## src/rtl/rr_arb8_pkg.sv

```systemverilog
// Shared constants and FSM encoding for the 8-way round-robin arbiter controller.
package rr_arb8_pkg;

    localparam int N_REQ  = 8;
    localparam int IDX_W  = 3;
    localparam int HOLD_W = 8;

    typedef enum logic [1:0] {
        IDLE  = 2'd0,
        GRANT = 2'd1,
        GAP   = 2'd2
    } state_e;

endpackage

```

## src/rtl/decoder3to8.sv

```systemverilog
// 3-to-8 one-hot decoder with enable; all outputs are zero while en is low.
module decoder3to8 (
    input  logic [2:0] in,
    input  logic       en,
    output logic [7:0] out
);

    always_comb begin
        out = '0;
        if (en) begin
            out[in] = 1'b1;
        end
    end

endmodule

```

## src/rtl/rr_arb8_ctrl.sv

```systemverilog
// Round-robin arbiter for 8 level-sensitive requesters. A grant is held until
// the owner pulses done, withdraws its request, or MAX_HOLD cycles elapse.
module rr_arb8_ctrl
    import rr_arb8_pkg::*;
#(
    parameter int unsigned MAX_HOLD = 16,               // legal range 1..255
    parameter int          N_REQ    = rr_arb8_pkg::N_REQ
) (
    input  logic                 clk,
    input  logic                 rst_n,
    input  logic [N_REQ-1:0]     req,
    input  logic                 done,
    output logic [IDX_W-1:0]     gnt_idx,
    output logic                 gnt_en,
    output logic [N_REQ-1:0]     gnt,
    output logic                 timeout,
    output logic [1:0]           dbg_state
);

    // Handshake: req[i] is a level held while requester i wants the bus; it is
    // sampled only in IDLE. done is a one-cycle pulse from the current owner and
    // is honoured only in GRANT. Withdrawing req during GRANT also releases.

    localparam logic [HOLD_W-1:0] HOLD_LAST = HOLD_W'(MAX_HOLD - 1);

    state_e              state_q;
    logic                gnt_en_q;
    logic [IDX_W-1:0]    gnt_idx_q;
    logic [IDX_W-1:0]    last_q;
    logic [HOLD_W-1:0]   hold_cnt_q;
    logic                timeout_q;

    logic [IDX_W-1:0]    pick_d;
    logic                rel_d;

    // First set request strictly after last, wrapping; 3-bit add wraps mod 8.
    function automatic logic [IDX_W-1:0] rr_pick(
        input logic [N_REQ-1:0] r,
        input logic [IDX_W-1:0] last
    );
        logic [IDX_W-1:0] idx;
        logic [IDX_W-1:0] pick;
        logic             found;
        pick  = last;
        found = 1'b0;
        for (int k = 1; k <= N_REQ; k++) begin
            idx = last + IDX_W'(k);
            if (!found && r[idx]) begin
                pick  = idx;
                found = 1'b1;
            end
        end
        return pick;
    endfunction

    assign pick_d = rr_pick(req, last_q);
    assign rel_d  = done || !req[gnt_idx_q];

    always_ff @(posedge clk or negedge rst_n) begin
        if (!rst_n) begin
            state_q    <= IDLE;
            gnt_en_q   <= 1'b0;
            gnt_idx_q  <= '0;
            last_q     <= IDX_W'(N_REQ - 1);
            hold_cnt_q <= '0;
            timeout_q  <= 1'b0;
        end else begin
            timeout_q <= 1'b0;
            case (state_q)
                IDLE: begin
                    if (|req) begin
                        gnt_idx_q  <= pick_d;
                        last_q     <= pick_d;
                        gnt_en_q   <= 1'b1;
                        hold_cnt_q <= '0;
                        state_q    <= GRANT;
                    end
                end
                GRANT: begin
                    // Timeout is registered, so its pulse lands in the GAP cycle.
                    if (rel_d) begin
                        gnt_en_q <= 1'b0;
                        state_q  <= GAP;
                    end else if (hold_cnt_q == HOLD_LAST) begin
                        gnt_en_q  <= 1'b0;
                        timeout_q <= 1'b1;
                        state_q   <= GAP;
                    end else if (hold_cnt_q != '1) begin
                        hold_cnt_q <= hold_cnt_q + HOLD_W'(1);
                    end
                end
                GAP: begin
                    state_q <= IDLE;
                end
                default: begin
                    gnt_en_q <= 1'b0;
                    state_q  <= IDLE;
                end
            endcase
        end
    end

    assign gnt_idx   = gnt_idx_q;
    assign gnt_en    = gnt_en_q;
    assign timeout   = timeout_q;
    assign dbg_state = state_q;

    decoder3to8 u_gnt_dec (
        .in  (gnt_idx_q),
        .en  (gnt_en_q),
        .out (gnt)
    );

endmodule

```

## config.mk

```make
export PLATFORM = sky130hd
export DESIGN_NAME = rr_arb8_ctrl
export DESIGN_NICKNAME = d
export VERILOG_FILES = /design/src/rtl/rr_arb8_pkg.sv /design/src/rtl/decoder3to8.sv /design/src/rtl/rr_arb8_ctrl.sv
export SDC_FILE = /design/constraint.sdc
export NUM_CORES = 1
export LEC_CHECK = 0
export CAP_MARGIN = 40
export CORE_MARGIN = 2
export CORE_UTILIZATION = 35
export DETAILED_ROUTE_END_ITERATION = 10
export SLEW_MARGIN = 30
export SYNTH_ARGS = -nofsm -noshare
export SYNTH_HDL_FRONTEND = slang
export SYNTH_HIERARCHICAL = 1
export SYNTH_SLANG_ARGS = --single-unit
```

## constraint.sdc

```tcl
create_clock -name clk -period 3.6 [get_ports clk]
set_clock_uncertainty 0.1 [all_clocks]
set_input_delay 0.36 -clock clk [delete_from_list [all_inputs] [get_ports clk]]
set_output_delay 0.36 -clock clk [all_outputs]
set_load 0.02 [all_outputs]
```

Yosys cells after proc, flatten, opt, wreduce, memory -nomap -nowiden
Index checks and enable logic that the tools add are counted.

Reductions and logical operators: 24. Bitwise gates (word level): 1. Add/sub/neg operators: 8. Order comparisons: 10. Equal/unequal tests: 9. Multiplexer cells: 52.

Operators by type and width (number): $mux W8 (5); $lt A3 B4 Y1 const B (9); $bmux W1 S3 (9); $mux W3 (8); $mux W1 (23); $pmux W8 S2 (1); $add A3 B3 Y3 const B (4); $add A8 B1 Y8 const B (1); $eq A8 B4 Y1 const B (1); $logic_and A1 B1 Y1 (8); $logic_not A1 Y1 (8); $ne A2 B2 Y1 const B (4); $ne A8 B8 Y1 const B (1); $reduce_or A8 Y1 (1); $add A3 B2 Y3 const B (2); $mux W2 (3); $reduce_and A5 Y1 (1); $pmux W2 S2 (1); $reduce_and A2 Y1 (2); $add A3 B1 Y3 const B (1); $demux W1 S3 (1); $ge A3 B1 Y1 const B (1); $ne A3 B3 Y1 const B (1); $pmux W1 S3 (1); 7 further kinds (7).

Output and inout port bits: 15. Input port bits: 11. Word-level logic and storage cells: 110. Register bits after elaboration: 18.

Depth between registers and ports, before layout
Depth after elaboration: 25. Mapped depth: 12.

By module
Netlist, hierarchy kept.

Modules (own cells, without submodules): rr_arb8_ctrl (times used 1, area each 1788.0 um2, sequential area each 454.2 um2, cells an instance 179); decoder3to8 (times used 1, area each 96.3 um2, sequential area each 0.0 um2, cells an instance 8).

Worst setup path after synthesis
No wires, ideal clock.

Kind: register to register. From: register last_q[1]. To: register gnt_idx_q[1] (netlist: gnt_idx[1]). Data required time: 3.376 ns. Period minus slack after synthesis: 3.541 ns. Cell stages (with the launch flop): 13. Arrival: 3.316 ns. Setup time: 0.124 ns. Slack: 0.059 ns. Cells stage by stage: dfstp_2 > clkbuf_1 > clkbuf_1 > inv_1 > ha_1 > buf_2 > mux4_2 > mux2i_4 > nand4_2 > nand3b_4 > a2bb2oi_1 > a221oi_2 > a211o_1.

Word-level cells in the longest chain between the ends: 25.

Ends and longest elaborated chain: start: declaration (RTL line rr_arb8_ctrl.sv:29) `logic [IDX_W-1:0] last_q;`; start signal: assignment (RTL line rr_arb8_ctrl.sv:64) `last_q <= IDX_W'(N_REQ - 1);`; start signal: assignment (RTL line rr_arb8_ctrl.sv:73) `last_q <= pick_d;`; $add A3 B1 Y3 (RTL line rr_arb8_ctrl.sv:47) `idx = last + IDX_W'(k);`; $bmux W1 S3 (RTL line rr_arb8_ctrl.sv:48) `if (!found && r[idx]) begin`; $mux W1 (not written as such) (RTL line rr_arb8_ctrl.sv:48); $mux W1 (RTL line rr_arb8_ctrl.sv:48); $logic_not A1 Y1 (RTL line rr_arb8_ctrl.sv:48); $logic_and A1 B1 Y1 (RTL line rr_arb8_ctrl.sv:48); $mux W1 (RTL line rr_arb8_ctrl.sv:48); $logic_not A1 Y1 (RTL line rr_arb8_ctrl.sv:48); (+9 left out); $logic_and A1 B1 Y1 (RTL line rr_arb8_ctrl.sv:48); $mux W1 (RTL line rr_arb8_ctrl.sv:48); $logic_not A1 Y1 (RTL line rr_arb8_ctrl.sv:48); $logic_and A1 B1 Y1 (RTL line rr_arb8_ctrl.sv:48); $mux W1 (RTL line rr_arb8_ctrl.sv:48); $logic_not A1 Y1 (RTL line rr_arb8_ctrl.sv:48); $logic_and A1 B1 Y1 (RTL line rr_arb8_ctrl.sv:48); $mux W3 (*) (RTL line rr_arb8_ctrl.sv:48); end signal: assignment (RTL line rr_arb8_ctrl.sv:72) `gnt_idx_q <= pick_d;`; end: declaration (RTL line rr_arb8_ctrl.sv:28) `logic [IDX_W-1:0] gnt_idx_q;`.

Mark *: on every way between the ends. The rest lies on a longest branch, timed or not. The select of a mux whose other input is x is not followed. A chain may end at the register's enable or synchronous reset.

Final worst setup path
From: register last_q[0]. To: register gnt_idx_q[1] (netlist: gnt_idx[1]).

Same word-level chain as after synthesis.

==> reports/results.ini <==
[setup_path]
cp_slowest_stage_delay_ns = 0.67
start_kind = flop
timing.critical_path.cells = inv_1, ha_1, mux4_2, mux2i_4, nand4_2, nor3_2, or2b_2, a221oi_2, a211o_1
rr_startpoint = last_q[0]$_DFFE_PN1P_
worstPathMaxFanout = 9
worstPathBufferInverterCount = 1
worstPathArrival_ns = 3.27
timing.critical_path.max_delay_family = multiplexers
critical_path_required_ns = 3.64
timing.reg2reg.worst_path_depth = 9
critical_path.endpoint_type = flop
critical_r2r_capture = gnt_idx[1]$_DFFE_PN0P_
r2r_setup_slack_ns = 0.36
crit_path_top_delay_cell = mux4_2
setup.worst_path.class = reg -> reg

[routing]
post_drt_wl_per_cell_um = 15.1
drt_iter0_drc = 158
wl_met3_um = 151
highest-signal-layer = met4
routed_wirelength_um = 4280
initial_drt_pass_iterations = 4
met2_wirelength_um = 1920
detail_route.vias_per_cell = 5.58
route.detailed.drc = 0
wl_met1_um = 2190
route.vias.total = 1585
route.antenna.remaining_nets = 0

[sta]
timing.slew.headroom_pct = 68.6
fin_setup_tns_ns = 0
report.final.hold_viol_count = 0
grt_setup_unrepaired = no
final_max_slew_viol_count = 0
layout_min_cycle_time_ns = 3.24
finalSetupViolations = 0
timing.final.crit_share_pct = 89.9
worst_slew_pin_slew_ns = 0.458
max_clock_freq_ghz = 0.309

[synthesis]
syn_area_per_cell_um2 = 10.1
synthesis.area_um2 = 1880
postSynthCellCount = 187
yosys_warnings = 6
synth.most_common_cell = nand2_1
synth_fp_nets = 201
yosys-top-cells-area = dfrtp_1 20%, mux4_2 11%, mux2i_1 4.8%, dfstp_2 4.2%, nand2_1 3.4%
synth_common_cells = 17 x nand2_1, 15 x dfrtp_1, 12 x nor2_1
portion_of_the_post_synthesis_area_used_by_sequential_elements_pct = 24.1
number_of_flops_mapped_to_enable_cells_by_yosys = 0
synth.ff_latch_count = 18
yosys_most_used_dff = dfrtp_1
synthDistinctLibCells = 62
ys_async_sr_fraction_pct = 100
yosysTopAreaCell = dfrtp_1
synth_largest_type_area_fraction_pct = 19.9

[clock_tree]
clock_sinks = 18
cts_root_buffer = clkbuf_8
clk_pin_slew_worst_paths_ns = 0.07
cts_buffer_depth = 2
htreeDepth = 1
cts_tree = yes
cts_buffers = 3
postCtsSetupRepairBufs = 0
post_cts.resized_instances = 0
post_cts_hold_buffer_count = 0
clk_latency_ns = 0.25

[floorplanning]
io_pins = 26
rows = 26
fp.dieH_um = 77.4
die-area_um2 = 5990
standard_cell_core_area_um2 = 5140
starting_density_pct = 36.7
die_x_um = 77.4

[global_route]
global_route.overflow_total = 0
largest_net_degree_at_the_start_of_global_routing = 17
grt_antenna_before_repair = 0
number_of_global_route_vias_before_repair = 1533
grt_pass1_wl_um = 7490
overall_global_routing_resource_usage_pct = 15.3

[placed_design]
placedCellCount = 279
port-buffer-count = 25
dpl-instance-area_um2 = 2220
gp_routability_congestion = 0.873
detailed_place_hpwl_um = 3320

[power_and_ir_drop]
power.static_leakage_nw = 0.905
vdd_ir_drop_max_uv = 446
power_density_nw_per_um2 = 1040

[job]
drv.max_cap_violation_count = 0

[finish]
syn_to_final_growth_pct = 21.0
filler_cell_count = 518
layout.nets = 229
multi_input_comb_area_um2 = 1360
register_area_um2 = 454
drive_gt1_share_pct = 22.9
num_antenna_cells = 0
fin_area_um2 = 2280
finalNonFillerCells = 284

[run_status]
outcome = finished clean

[min_path]
worst_hold_path_type = in -> async

metrics by stage:
stage	total power [mW]	utilization, %	hold slack (ns)	setup slack, ns
after CTS	2.38	44.3	0.297	0.363
final	2.36	44.4	0.304	0.363
after detailed placement	2.20	43.2	0.418	0.380
after floorplan	1.79	-	-0.0356	0.0595
after global placement	2.21	42.9	0.406	0.395
after global routing	2.58	44.4	0.307	0.129
final cells by class:
| cell class | count | share of cell area, % |
|---|---|---|
| well taps | 70 | 3.84 |
| multi-input cells | 153 | 59.5 |
| repair buffers | 30 | 12.8 |
| inverters | 9 | 1.48 |
| flip-flops and latches | 18 | 19.9 |
| clock buffers | 4 | 2.41 |
layout by cell type (no fill, tap or decap), types with 4 or more instances in the layout:
master	count
a211o_1	4
and3_1	5
and4bb_2	4
clkbuf_8	4
clkdlybuf4s50_1	25
dfrtp_1	15
inv_1	8
mux2i_1	9
mux4_2	9
nand2_1	17
nand2b_1	4
nand3_1	8
nor2_1	12
nor3_1	5
nor4_1	4
xor2_1	5
where the power goes:
| part | switching [mW] | internal (mW) |
|---|---|---|
| logic | 0.955 | 0.830 |
| clock network | 0.0653 | 0.0971 |
| registers | 0.133 | 0.282 |
| total | 1.15 | 1.21 |
sequential cells by signal, summed over array words and instances, names as in the netlist:
signal / flops
dbg_state: 2
gnt_en: 1
gnt_idx: 3
hold_cnt_q: 8
last_q: 3
timeout: 1
layer usage:
layer,global-route usage (%),vias to the layer above
li1,-,783
met1,22.9,773
met2,23.3,27
met5,0,-
met4,2.50,0
met3,3.14,2
cells by family after synthesis:
logic type               synth area share (%)
AO/OA/AOI/OAI                            15.3
flip-flops                               24.1
adder cells (fa/ha/maj)                  1.99
multiplexers                             22.8
AND/OR/NAND/NOR                          27.2
buffers and inverters                    3.92
XOR/XNOR                                 4.58
how the worst max path moves through the flow:
stage                          startpoint                      to  slack (ns)  cells past startpoint
floorplan           last_q[1]$_DFFE_PN1P_  gnt_idx[1]$_DFFE_PN0P_        0.06                     12
global placement    last_q[0]$_DFFE_PN1P_  gnt_idx[1]$_DFFE_PN0P_        0.39                      9
detailed placement  last_q[0]$_DFFE_PN1P_  gnt_idx[1]$_DFFE_PN0P_        0.38                      9
CTS                 last_q[0]$_DFFE_PN1P_  gnt_idx[1]$_DFFE_PN0P_        0.36                      9
global route        last_q[0]$_DFFE_PN1P_  gnt_idx[1]$_DFFE_PN0P_        0.13                      9
finish              last_q[0]$_DFFE_PN1P_  gnt_idx[1]$_DFFE_PN0P_        0.36                      9
Power figures use the tool's default switching activity.
